**src/rtl/palette_pkg.sv**
```systemverilog
// Shared types for the palette RAM arbiter: address/color widths,
// their typedefs and the arbiter FSM state encoding.
package palette_pkg;

    localparam int PAL_AW = 5;
    localparam int PAL_DW = 6;

    typedef logic [PAL_AW-1:0] pal_addr_t;
    typedef logic [PAL_DW-1:0] pal_color_t;

    typedef enum logic [1:0] {
        IDLE = 2'd0,
        PEND = 2'd1,
        DONE = 2'd2
    } arb_state_t;

endpackage

```
**src/rtl/palette_arbiter.sv**
```systemverilog
// Palette RAM slot arbiter. Each ce cycle is one access slot on the single
// port palette RAM. Render owns the slot by default; a latched CPU access
// takes the first slot render does not need, or steals one after losing
// MAX_WAIT-1 consecutive ce slots.
//
// Handshake: cpu_req is a level sampled only while cpu_busy=0. The request
// fields are latched on that edge, cpu_busy stays high until the clk after
// the one-clk cpu_ack pulse, and cpu_req is ignored for the whole time
// cpu_busy=1. render_req is sampled only on ce slots. A result appears one
// clk later as a render_valid pulse, with render_stolen marking a lost slot.
module palette_arbiter
    import palette_pkg::*;
#(
    parameter int MAX_WAIT = 8,
    parameter int AW       = PAL_AW,
    parameter int DW       = PAL_DW
) (
    input  logic          clk,
    input  logic          reset,
    input  logic          ce,
    input  logic          render_req,
    input  logic [AW-1:0] render_idx,
    output logic [DW-1:0] render_color,
    output logic          render_valid,
    output logic          render_stolen,
    input  logic          cpu_req,
    input  logic          cpu_we,
    input  logic [AW-1:0] cpu_addr,
    input  logic [DW-1:0] cpu_wdata,
    output logic          cpu_busy,
    output logic          cpu_ack,
    output logic [DW-1:0] cpu_rdata,
    output logic [AW-1:0] pal_addr,
    output logic [DW-1:0] pal_din,
    output logic          pal_write,
    input  logic [DW-1:0] pal_dout,
    output arb_state_t    dbg_state
);

    // Last losing slot before the CPU is forced in; MAX_WAIT=1 gives 0,
    // so the CPU wins its very first slot.
    localparam logic [7:0] WAIT_LAST = 8'(MAX_WAIT - 1);

    arb_state_t    state;
    logic [7:0]    wait_cnt;
    logic [AW-1:0] lat_addr;
    logic [DW-1:0] lat_data;
    logic          lat_we;
    logic          grant;

    // CPU owns this slot: a pending access on a ce cycle where render is
    // idle or has already been given its quota of slots.
    assign grant = ce && (state == PEND) &&
                   (!render_req || (wait_cnt == WAIT_LAST));

    assign pal_addr  = grant ? lat_addr : render_idx;
    assign pal_din   = lat_data;
    assign pal_write = grant && lat_we;

    assign cpu_busy  = (state != IDLE);
    assign cpu_ack   = (state == DONE);
    assign dbg_state = state;

    // CPU access FSM: latch request, wait for a slot, complete, then re-arm.
    always_ff @(posedge clk or posedge reset) begin
        if (reset) begin
            state     <= IDLE;
            wait_cnt  <= 8'd0;
            lat_addr  <= '0;
            lat_data  <= '0;
            lat_we    <= 1'b0;
            cpu_rdata <= '0;
        end else begin
            case (state)
                IDLE: begin
                    if (cpu_req) begin
                        lat_addr <= cpu_addr;
                        lat_data <= cpu_wdata;
                        lat_we   <= cpu_we;
                        wait_cnt <= 8'd0;
                        state    <= PEND;
                    end
                end
                PEND: begin
                    if (grant) begin
                        if (!lat_we) begin
                            cpu_rdata <= pal_dout;
                        end
                        state <= DONE;
                    end else if (ce && (wait_cnt != 8'hFF)) begin
                        wait_cnt <= wait_cnt + 8'd1;
                    end
                end
                DONE: begin
                    state <= IDLE;
                end
                default: begin
                    state <= IDLE;
                end
            endcase
        end
    end

    // Render result register: capture the looked-up color, or flag the slot
    // as stolen and keep the previous color.
    always_ff @(posedge clk or posedge reset) begin
        if (reset) begin
            render_color  <= '0;
            render_valid  <= 1'b0;
            render_stolen <= 1'b0;
        end else begin
            render_valid  <= ce && render_req;
            render_stolen <= ce && render_req && grant;
            if (ce && render_req && !grant) begin
                render_color <= pal_dout;
            end
        end
    end

endmodule
```
**config.mk**
```make
export PLATFORM = sky130hd
export DESIGN_NAME = palette_arbiter
export DESIGN_NICKNAME = d
export VERILOG_FILES = /design/src/rtl/palette_pkg.sv /design/src/rtl/palette_arbiter.sv
export SDC_FILE = /design/constraint.sdc
export NUM_CORES = 1
export LEC_CHECK = 0
export BUFFER_PORTS_ARGS = -buffer_cell sky130_fd_sc_hd__buf_2
export CELL_PAD_IN_SITES_DETAIL_PLACEMENT = 0
export CELL_PAD_IN_SITES_GLOBAL_PLACEMENT = 1
export CORE_UTILIZATION = 36
export CTS_BUF_LIST = sky130_fd_sc_hd__clkbuf_8
export CTS_CLUSTER_DIAMETER = 120
export DETAILED_ROUTE_END_ITERATION = 12
export MAX_ROUTING_LAYER = met4
export PLACE_DENSITY = 0.81
export SLEW_MARGIN = 20
export SYNTH_ARGS = -nofsm -noshare
export SYNTH_HDL_FRONTEND = slang
export SYNTH_SLANG_ARGS = --single-unit
```
**constraint.sdc**
```tcl
create_clock -name clk -period 2.01 [get_ports clk]
set_clock_uncertainty 0.05 [all_clocks]
set_input_delay 0.3015 -clock clk [delete_from_list [all_inputs] [get_ports clk]]
set_output_delay 0.3015 -clock clk [all_outputs]
set_load 0.02 [all_outputs]
```
-- Word-level counts from Yosys, hierarchy flattened
Cells that the tools add are included.
W data, S select, Z words.
- reduce and logical (&&, ||, !) cells: 17
- shift operators: 0
- add/subtract/negate cells: 1
- mux-type cells: 8
- magnitude comparators: 0
- bitwise operators: 1
- div/mod/pow operators: 0
- multipliers: 0
- equality and inequality tests: 8
- operators by type and width (kind ; number):
    $mux W8 ; 3
    $pmux W8 S2 ; 1
    $add A8 B1 Y8 const B ; 1
    $eq A8 B3 Y1 const B ; 1
    $ne A8 B8 Y1 const B ; 1
    $logic_and A1 B1 Y1 ; 7
    $ne A2 B2 Y1 const B ; 3
    $mux W5 ; 1
    $mux W2 ; 2
    $pmux W2 S2 ; 1
    $reduce_and A2 Y1 ; 2
    $reduce_and A4 Y1 ; 1
    $reduce_bool A2 Y1 ; 2
    $reduce_and A3 Y1 ; 1
    $eq A2 B1 Y1 const B ; 1
    $eq A2 B2 Y1 const B ; 1
    $logic_not A1 Y1 ; 2
    $logic_not A2 Y1 ; 1
    $ne A2 B1 Y1 const B ; 1
    $logic_or A1 B1 Y1 ; 1
    $not A1 Y1 ; 1
- memories kept: 0
- bits of input ports: 28
- bits in latches: 0
- RAM bits: 0
- register bits after elaboration: 36
- logic and storage cells: 44
- memory bits (read-only): 0
- output and inout port bits: 30

-- Longest topological paths before layout
Gate-level depths: netlist (run 1).
- depth after elaboration: 5
- depth in mapped cells: 5
- depth with buffers taken out: 5

-- Worst setup path after synthesis (run 1)
Ideal clock, no wire load.
- path type: register to output
- start: register wait_cnt[0]
- end: output pal_addr[0]
- buffers on the path: 0
- data required time: 1659 ps
- arrival: 1642 ps
- stages on the path, launching flop included: 6
- path slack: 16 ps
- cell sequence: dfrtp_1 ha_1 and4bb_2 nand2_2 a21oi_2 mux2_2
- longest elaborated chain between the ends: 4
- ends and longest elaborated chain (what ; line ; RTL):
    from (decl) ; palette_arbiter.sv:45 ; logic [7:0] wait_cnt;
    from (signal assigned) ; palette_arbiter.sv:91 ; wait_cnt <= wait_cnt + 8'd1;
    $eq A8 B3 Y1 ; palette_arbiter.sv:54 ; (!render_req || (wait_cnt == WAIT_LAST));
    $logic_or A1 B1 Y1 ; palette_arbiter.sv:54 ;
    $logic_and A1 B1 Y1 ; palette_arbiter.sv:53 ; assign grant = ce && (state == PEND) &&
    $mux W5 ; palette_arbiter.sv:56 ; assign pal_addr = grant ? lat_addr : render_idx;
    to (decl) ; palette_arbiter.sv:33 ; output logic [AW-1:0] pal_addr,
No other way between the ends.

-- Worst setup path in the final report (run 1)
- start: register wait_cnt[1]
- end: output pal_addr[2]
Same word-level chain as after synthesis.

==> results_dict.tcl, run 1 <==
set metrics [dict create \
    worstPathCellList "ha_2, and4bb_2, nand2_2, a21oi_4, mux2_4, buf_6" \
    r2r_start "wait_cnt[1]" \
    hold_ws_ns 0.0641 \
    timing.final.crit_period_ns 2.27 \
    fmax_ghz 0.440 \
    synth_area_sq_um 1630 \
    critical_path.startpoint_type "register" \
    cts_htree_levels 2 \
    clk_latency_ns 0.28 \
    critPathLaunch "wait_cnt[1]" \
    ant_nets 0 \
    fill_cells 378 \
    power_density_nw_per_um2 1260 \
    yosysTopAreaCell "dfrtp_1" \
    power_frac_comb 0.433 \
    cp.required_ns 1.66 \
    yosysWarnings 0 \
    clockBufferDepth 2 \
    clk_root_buffer_cell "clkbuf_8" \
    grt.total_usage 0.161 \
    cp_slowest_cell "dfrtp_1" \
    swShare 0.355 \
    synth_fp_nets 156 \
    drv_slew 0 \
    coreArea_sq_um 4350 \
    async_reset_ff_frac 1.00 \
    pwr-share-seq 0.380 \
    gp_congestion 0.817 \
    cts_tree "done" \
    power.internal_w 0.00186 \
    hpwl_microns 2470 \
    drt_iter0_drc 34 \
    io_buffers 57 \
    p_sw_w 0.00103 \
    worst_pin_slew_ns 0.458 \
    grt_max_degree 37 \
    hp-class "in2async" \
    hold_viol_final 0 \
    cp_max_fo 6 \
    vias_per_cell 5.00 \
    placed_cell_area_sq_um 2130 \
    critical_path.top_delay_family "flip-flops" \
    setup_ws_ns -0.260 \
    syn2layout_area_growth_pct 41.5 \
    start_util 0.373 \
    antenna_found_initial 0 \
    drive_above_1_share 0.595 \
    p_clk_frac 0.187 \
    status "finished with violations" \
    irDropWorstVdd_mv 0.576 \
    fin_crit_sh 1.13 \
    grt_overflow_total 0 \
    dr.pass1.iters 6 \
    worst_ep_arrival_time_ns 1.92 \
    path_buf_inv 1 \
    grt_pass1_vias 1282 \
    end_kind "output pin" \
    cts.reportedPaths.clkPinSlew_ns 0.07 \
    synth_most_common_cell "dfrtp_1" \
    die_area_sq_um 4790 \
    crit_path_max_incr_delay_ns 0.35 \
    slew_headroom 0.695 \
    placedCellCount 254 \
    num_io_pins 58 \
    num_vias 1310 \
    ys.flop_type "dfrtp_1" \
    die_w_microns 69.2 \
    final_cells 262 \
    synthTopCellsByArea "dfrtp_1, mux2_2, a31oi_1" \
    syn_avg_cell_area_sq_um 12.8 \
    routedWlPerCell_microns 13.9 \
    synth-edff-count 0 \
    num_antenna_cells 0 \
    synth_common_cells "dfrtp_1, mux2_2, a31oi_1, nand2_1, inv_1" \
    fin_area_sq_um 2300 \
    grt_pass1_wl_microns 5870 \
    synthCells 127 \
    layout.nets 239 \
    cap_viol_max_count 0 \
    violations "negative setup slack" \
    drc 0 \
    setup_viol 6 \
    leakage_nw 1.12 \
    row_count 24 \
    seq_area_frac_synth 0.554 \
    die_y_microns 69.2 \
    cts_buffers 5 \
    clock_sinks 36 \
    netlist.area_leader.share 0.554 \
    synth_cell_types 31 \
    wl_microns 3650 \
    ys_seq_elements 36 \
    rsz0062_at_grt "true" \
    critical_path_class "reg2out" \
]
-- kinds of logic (layout without fill, tap and decap cells) --
family | count (synthesis) | count (layout) | synth area share
AOI/OAI and AO/OA | 23 | 23 | 0.105
adders and majority gates | 1 | 1 | 0.00770
buffers and inverters | 7 | 90 | 0.0177
DFF | 36 | 36 | 0.554
muxes | 30 | 30 | 0.207
and+or+nand+nor | 30 | 30 | 0.108
-- routing by layer --
metal  global-route usage  share of wire
met2                0.251           0.51
met5                    -              0
met4               0.0680          0.017
met1                0.194           0.42
met3               0.0494          0.053
-- area by class of cell --
cell class                      count  area, sq um  share of cell area
Multi-Input combinational cell     84          729               0.317
Clock buffer                        7         96.3              0.0419
Inverter                            5         18.8             0.00816
Timing Repair Buffer               78          489               0.213
Tap cell                           52         65.1              0.0283
Sequential cell                    36          901               0.392
-- sequential cells by signal (all words and copies together), names as in the netlist --
name,cells
render_valid,1
render_stolen,1
render_color,6
lat_addr,5
pal_din,6
dbg_state,2
wait_cnt,8
cpu_rdata,6
lat_we,1
-- path summary, 6_finish.rpt --
kind,endpoint,slack (ns),depth (start not counted)
setup reg to reg,cpu_rdata[5],0.11,7
setup / recovery,pal_addr[2],-0.26,6
max in group asynchronous,wait_cnt[6],1.52,3
hold / removal,render_valid,0.06,3
min in group clk,pal_din[4],0.20,2
hold reg to reg,cpu_rdata[5],0.45,1
-- worst min-delay path, cell delays in order --
cell   delay [ns]
buf_2        0.09
inv_1        0.04
buf_4        0.39
-- cell usage in the layout (no fill, tap or decap), drive strengths merged --
cell     netlist  routed
nor3           3       3
nor2           1       1
clkbuf         0       7
nand2          7       7
o21ai          3       3
nand2b         4       4
mux2          29      29
dfrtp         36      36
and2           1       1
buf            2      78
nand3          3       3
o21bai         1       1
nor2b          2       2
a2bb2oi        1       1
or2            3       3
nor3b          1       1
a31oi         10      10
nand4          1       1
a211oi         3       3
inv            5       5
and3           3       3
and4bb         1       1
mux2i          1       1
o21a           1       1
ha             1       1
a21oi          4       4
-- metrics by stage --
step,TNS (ns),utilization,setup WS [ns],total power (W)
finish,-1.49,0.528,-0.260,0.00289
CTS,-1.26,0.517,-0.234,0.00287
floorplan,0,-,0.0164,0.00185
detailed placement,-0.0765,0.490,-0.0186,0.00230
global route,-2.11,0.528,-0.366,0.00307
global placement,0,0.490,0.0311,0.00228
-- power by group through the flow --
stage,clock [W],sequential (W),combinational [W]
after floorplan,0,0.00131,0.000548
final,0.000541,0.00110,0.00125
after detailed placement,0,0.00110,0.00120
after global placement,0,0.00110,0.00118
after global routing,0.000592,0.00113,0.00134
after CTS,0.000563,0.00110,0.00121
-- timing repair --
| item | CTS | global route |
|---|---|---|
| buffers inserted | 1 | 0 |
| setup endpoints to repair | 6 | 13 |
| gates resized for setup | 3 | 15 |
| pin swaps | 1 | 3 |
| hold buffers | 0 | 0 |
| cloned | 0 | 0 |
Power figures use the tool's default switching activity.
==> inputs of run 2 (changes only) <==
- CORE_UTILIZATION: 36 -> 39
- PLACE_DENSITY: 0.81 -> 0.83
- clock period: 2.01 -> 2.6 ns (I/O delays scaled with it)
==> results_dict.tcl, run 2 (synthesis results as in run 1) <==
set metrics [dict create \
    largest_reg_flops 8 \
    num_io_pins 58 \
    power_density_nw_per_um2 1040 \
    cp.required_ns 2.16 \
    clockBufferDepth 2 \
    utilization 0.541 \
    clk_root_buffer_cell "clkbuf_8" \
    coreArea_sq_um 4000 \
    setup_viol 0 \
    hold_buffers 0 \
    drt_iter0_drc 26 \
    routedWlPerCell_microns 14.3 \
    grt_pass1_wl_microns 5870 \
    critical_path.startpoint_type "register" \
    critical_path_class "reg2out" \
    hpwl_microns 2650 \
    cp_max_fo 7 \
    fin_area_sq_um 2160 \
    multiInputGateArea_sq_um 726 \
    grt_overflow_total 0 \
    start_util 0.406 \
    slew_headroom 0.683 \
    syn2layout_area_growth_pct 33.2 \
    rrSetupSlack_ns 0.60 \
    vias_per_cell 5.05 \
    rr_endpoint "cpu_rdata[4]" \
    grt_pass1_vias 1245 \
    reg2reg_depth 5 \
    wl_microns 3510 \
    placed_cell_area_sq_um 2000 \
    drive_above_1_share 0.566 \
    critPathLaunch "wait_cnt[1]" \
    finalSetupTns_ns 0 \
    timing.final.crit_period_ns 2.49 \
    clk_latency_ns 0.29 \
    drv_slew 0 \
    ant_nets 0 \
    leakage_nw 1.03 \
    drc 0 \
    row_count 23 \
    worst_pin_slew_ns 0.475 \
    r2r_start "wait_cnt[1]" \
    die_area_sq_um 4430 \
    end_kind "output pin" \
    clock_sinks 36 \
    hold_viol_final 0 \
    num_vias 1243 \
    io_buffers 57 \
    grt.total_usage 0.192 \
    rsz0062_at_grt "false" \
    grt_max_degree 37 \
    cap_viol_max_count 0 \
    hp-class "in2async" \
    antenna_found_initial 0 \
    die_w_microns 66.6 \
    dr.pass1.iters 4 \
    cts.reportedPaths.clkPinSlew_ns 0.07 \
    cts_htree_levels 2 \
    irDropWorstVdd_mv 0.576 \
    regMostFlops "wait_cnt" \
    fill_cells 342 \
    seq_area_sq_um 901 \
    final_common_cell "buf_2" \
    die_y_microns 66.6 \
    num_antenna_cells 0 \
    cts_buffers 5 \
    layout.cells.most_common_list "buf_2, dfrtp_1, mux2_2, a31oi_1, clkbuf_8" \
    fin_crit_sh 0.957 \
    cts_tree "done" \
    status "finished, final reports clean" \
    gp_congestion 0.756 \
    worst_ep_arrival_time_ns 2.05 \
    layout.nets 224 \
    fmax_ghz 0.402 \
]
## run 2: cell types whose count changed in the layout (fill, tap and decap cells not counted), moves of 5 or more
cell,delta
buf_4,-15
buf_2,+6
buf_6,-5
mux2_2,+5
mux2_4,-5
## run 2: layout make-up
type | count | area share
clock buffer | 7 | 0.0445
clock inverter | 1 | 0.0139
inverter | 5 | 0.00867
multi-input combinational | 84 | 0.335
sequential | 36 | 0.416
tap | 50 | 0.0289
timing repair buffer | 63 | 0.153
## run 2: worst max path at each step
stage,end,slack [ns],cells past startpoint
detailed placement,pal_addr[3],0.27,6
global placement,pal_addr[2],0.34,6
CTS,pal_addr[3],0.03,6
finish,pal_addr[3],0.11,6
floorplan,pal_addr[0],0.52,5
global route,pal_addr[2],0.03,5
## run 2: layer usage
metal,vias up,share of wire,track usage
met4,0,0.024,0.0931
met5,-,0,-
met3,7,0.047,0.0565
li1,598,-,-
met1,602,0.43,0.228
met2,36,0.50,0.297
## run 2: power breakdown
part / total, W / switching [W] / internal [W]
Sequential: 0.000878 / 0.000130 / 0.000748
Combinational: 0.000833 / 0.000459 / 0.000374
Clock: 0.000534 / 0.000195 / 0.000338
Total: 0.00224 / 0.000784 / 0.00146
## run 2: metrics by stage
step | std cells | hold WS (ns) | setup WS [ns] | power [W]
after floorplan | 127 | 0.414 | 0.518 | 0.00143
after global placement | 236 | 0.437 | 0.337 | 0.00168
after detailed placement | 236 | 0.445 | 0.272 | 0.00171
after CTS | 244 | 0.148 | 0.0273 | 0.00226
after global routing | 246 | 0.200 | 0.0275 | 0.00239
final | 246 | 0.142 | 0.112 | 0.00224
## run 2: repair_timing
item | in CTS | in global routing
resized for setup | 1 | 3
hold endpoints to repair | 0 | 0
endpoints found under the setup margin | 5 | 5
buffers inserted | 0 | 2
pin swaps | 0 | 2
## run 2: critical path, cell delays in order (launching register included)
cell and delay (ns):
dfrtp_1 0.44, ha_4 0.16, and4bb_2 0.30, nand2_4 0.09, a21oi_4 0.24, mux2_2 0.37, buf_2 0.16
==> inputs of run 3 (changes only) <==
- CORE_UTILIZATION: 39 -> 38
- CTS_BUF_LIST: sky130_fd_sc_hd__clkbuf_8 -> sky130_fd_sc_hd__clkbuf_4 sky130_fd_sc_hd__clkbuf_8 sky130_fd_sc_hd__clkbuf_16
- PLACE_DENSITY: 0.83 -> 0.82
- SLEW_MARGIN: 20 -> 10
==> results_dict.tcl, run 3 (synthesis results as in run 1) <==
set metrics [dict create \
    status "finished, final reports clean" \
    timing.final.crit_period_ns 2.49 \
    use_met1 0.205 \
    drv_slew 0 \
    end_kind "output pin" \
    grt_max_degree 37 \
    start_util 0.401 \
    regMostFlops "wait_cnt" \
    die_w_microns 67.4 \
    antenna_found_initial 0 \
    dr.pass1.iters 4 \
    clk_root_buffer_cell "clkbuf_8" \
    cp.required_ns 2.16 \
    clk_latency_ns 0.28 \
    cap_viol_max_count 0 \
    slew_headroom 0.670 \
    fmax_ghz 0.402 \
    hold_ws_ns 0.147 \
    setup_ws_ns 0.114 \
    grt_overflow_total 0 \
    hold_buffers 0 \
    layout.cells.most_common_list "buf_2, dfrtp_1, mux2_2, a31oi_1" \
    cts_htree_levels 2 \
    wl_microns 3360 \
    use_met2 0.259 \
    clockBufferDepth 2 \
    io_buffers 57 \
    gp_congestion 0.856 \
    hp-class "in2async" \
    num_vias 1251 \
    cts_tree "done" \
    ant_nets 0 \
    grt.total_usage 0.167 \
    critical_path.startpoint_type "register" \
    die_y_microns 67.4 \
    largest_reg_flops 8 \
    fin_crit_sh 0.956 \
    layout.nets 223 \
    clock_sinks 36 \
    grt_busiest_layer "met2" \
    num_antenna_cells 0 \
    worst_pin_slew_ns 0.494 \
    utilization 0.523 \
    power_density_nw_per_um2 1000 \
    syn2layout_area_growth_pct 30.6 \
    num_io_pins 58 \
    final_common_cell "buf_2" \
    drive_above_1_share 0.564 \
    power_w 0.00212 \
    row_count 23 \
    grt_pass1_wl_microns 5310 \
    cp_max_fo 7 \
    hpwl_microns 2540 \
    cts.reportedPaths.clkPinSlew_ns 0.07 \
    routedWlPerCell_microns 13.7 \
    vias_per_cell 5.11 \
    coreArea_sq_um 4060 \
    setup_viol 0 \
    worst_ep_arrival_time_ns 2.05 \
    leakage_nw 1.00 \
    drt_iter0_drc 40 \
    die_area_sq_um 4540 \
    pre_cts_slack_ns 0.258 \
    hold_viol_final 0 \
    finalSetupTns_ns 0 \
    grtUsageMet3 0.0490 \
    cts_buffers 5 \
    drc 0 \
    grt_pass1_vias 1215 \
    critical_path_class "reg2out" \
    irDropWorstVdd_mv 0.591 \
]
## run 3: changes by cell type in the layout (fill, tap and decap cells not counted), sizes merged
| cell | delta |
|---|---|
| bufinv | -1 |
| clkinvlp | +1 |
| buf | -1 |
## run 3: area by class of cell
type,count,area [sq um]
clock buffers,7,90.1
inverters,5,18.8
fillers,368,1930
clock inverters,1,7.51
well taps,50,62.6
flip-flops and latches,36,901
multi-input cells,84,721
repair buffers,62,323
## run 3: critical path, cell delays in order (launching register included)
cell	delay [ns]
dfrtp_1	0.43
ha_4	0.19
and4bb_2	0.29
nand2_2	0.12
a21oi_4	0.24
mux2_2	0.36
buf_2	0.16
## run 3: stage by stage
step	cell area, sq um	std cells
after floorplan	1630	127
after global placement	2000	236
after detailed placement	2000	236
after CTS	2100	244
after global routing	2120	245
final	2120	245
## run 3: power breakdown
group          switching (W)  internal, W  leakage (nW)
Sequential          0.000125     0.000748         0.445
Clock               0.000189     0.000226        0.0479
Combinational       0.000463     0.000374         0.509
## run 3: repair_timing
item,in CTS,in global routing
setup buffers,0,1
hold endpoints to repair,0,0
endpoints found under the setup margin,5,5
resized for setup,1,2
pin swaps,0,1
## run 3: worst paths after layout
check / startpoint / end / slack, ns / depth (start not counted)
setup / recovery: wait_cnt[0] / pal_addr[0] / 0.11 / 6
hold / removal: reset / cpu_rdata[3] / 0.15 / 3
setup reg to reg: wait_cnt[0] / cpu_rdata[4] / 0.60 / 5
hold reg to reg: pal_din[1] / pal_din[1] / 0.45 / 1
max in group asynchronous: reset / wait_cnt[3] / 2.04 / 3
min in group clk: cpu_addr[3] / lat_addr[3] / 0.29 / 2
## run 3: per-layer routing
metal	share of wire	wire length [microns]
met3	0.073	245
met1	0.42	1410
met4	0.014	46
met2	0.49	1660
met5	0	0
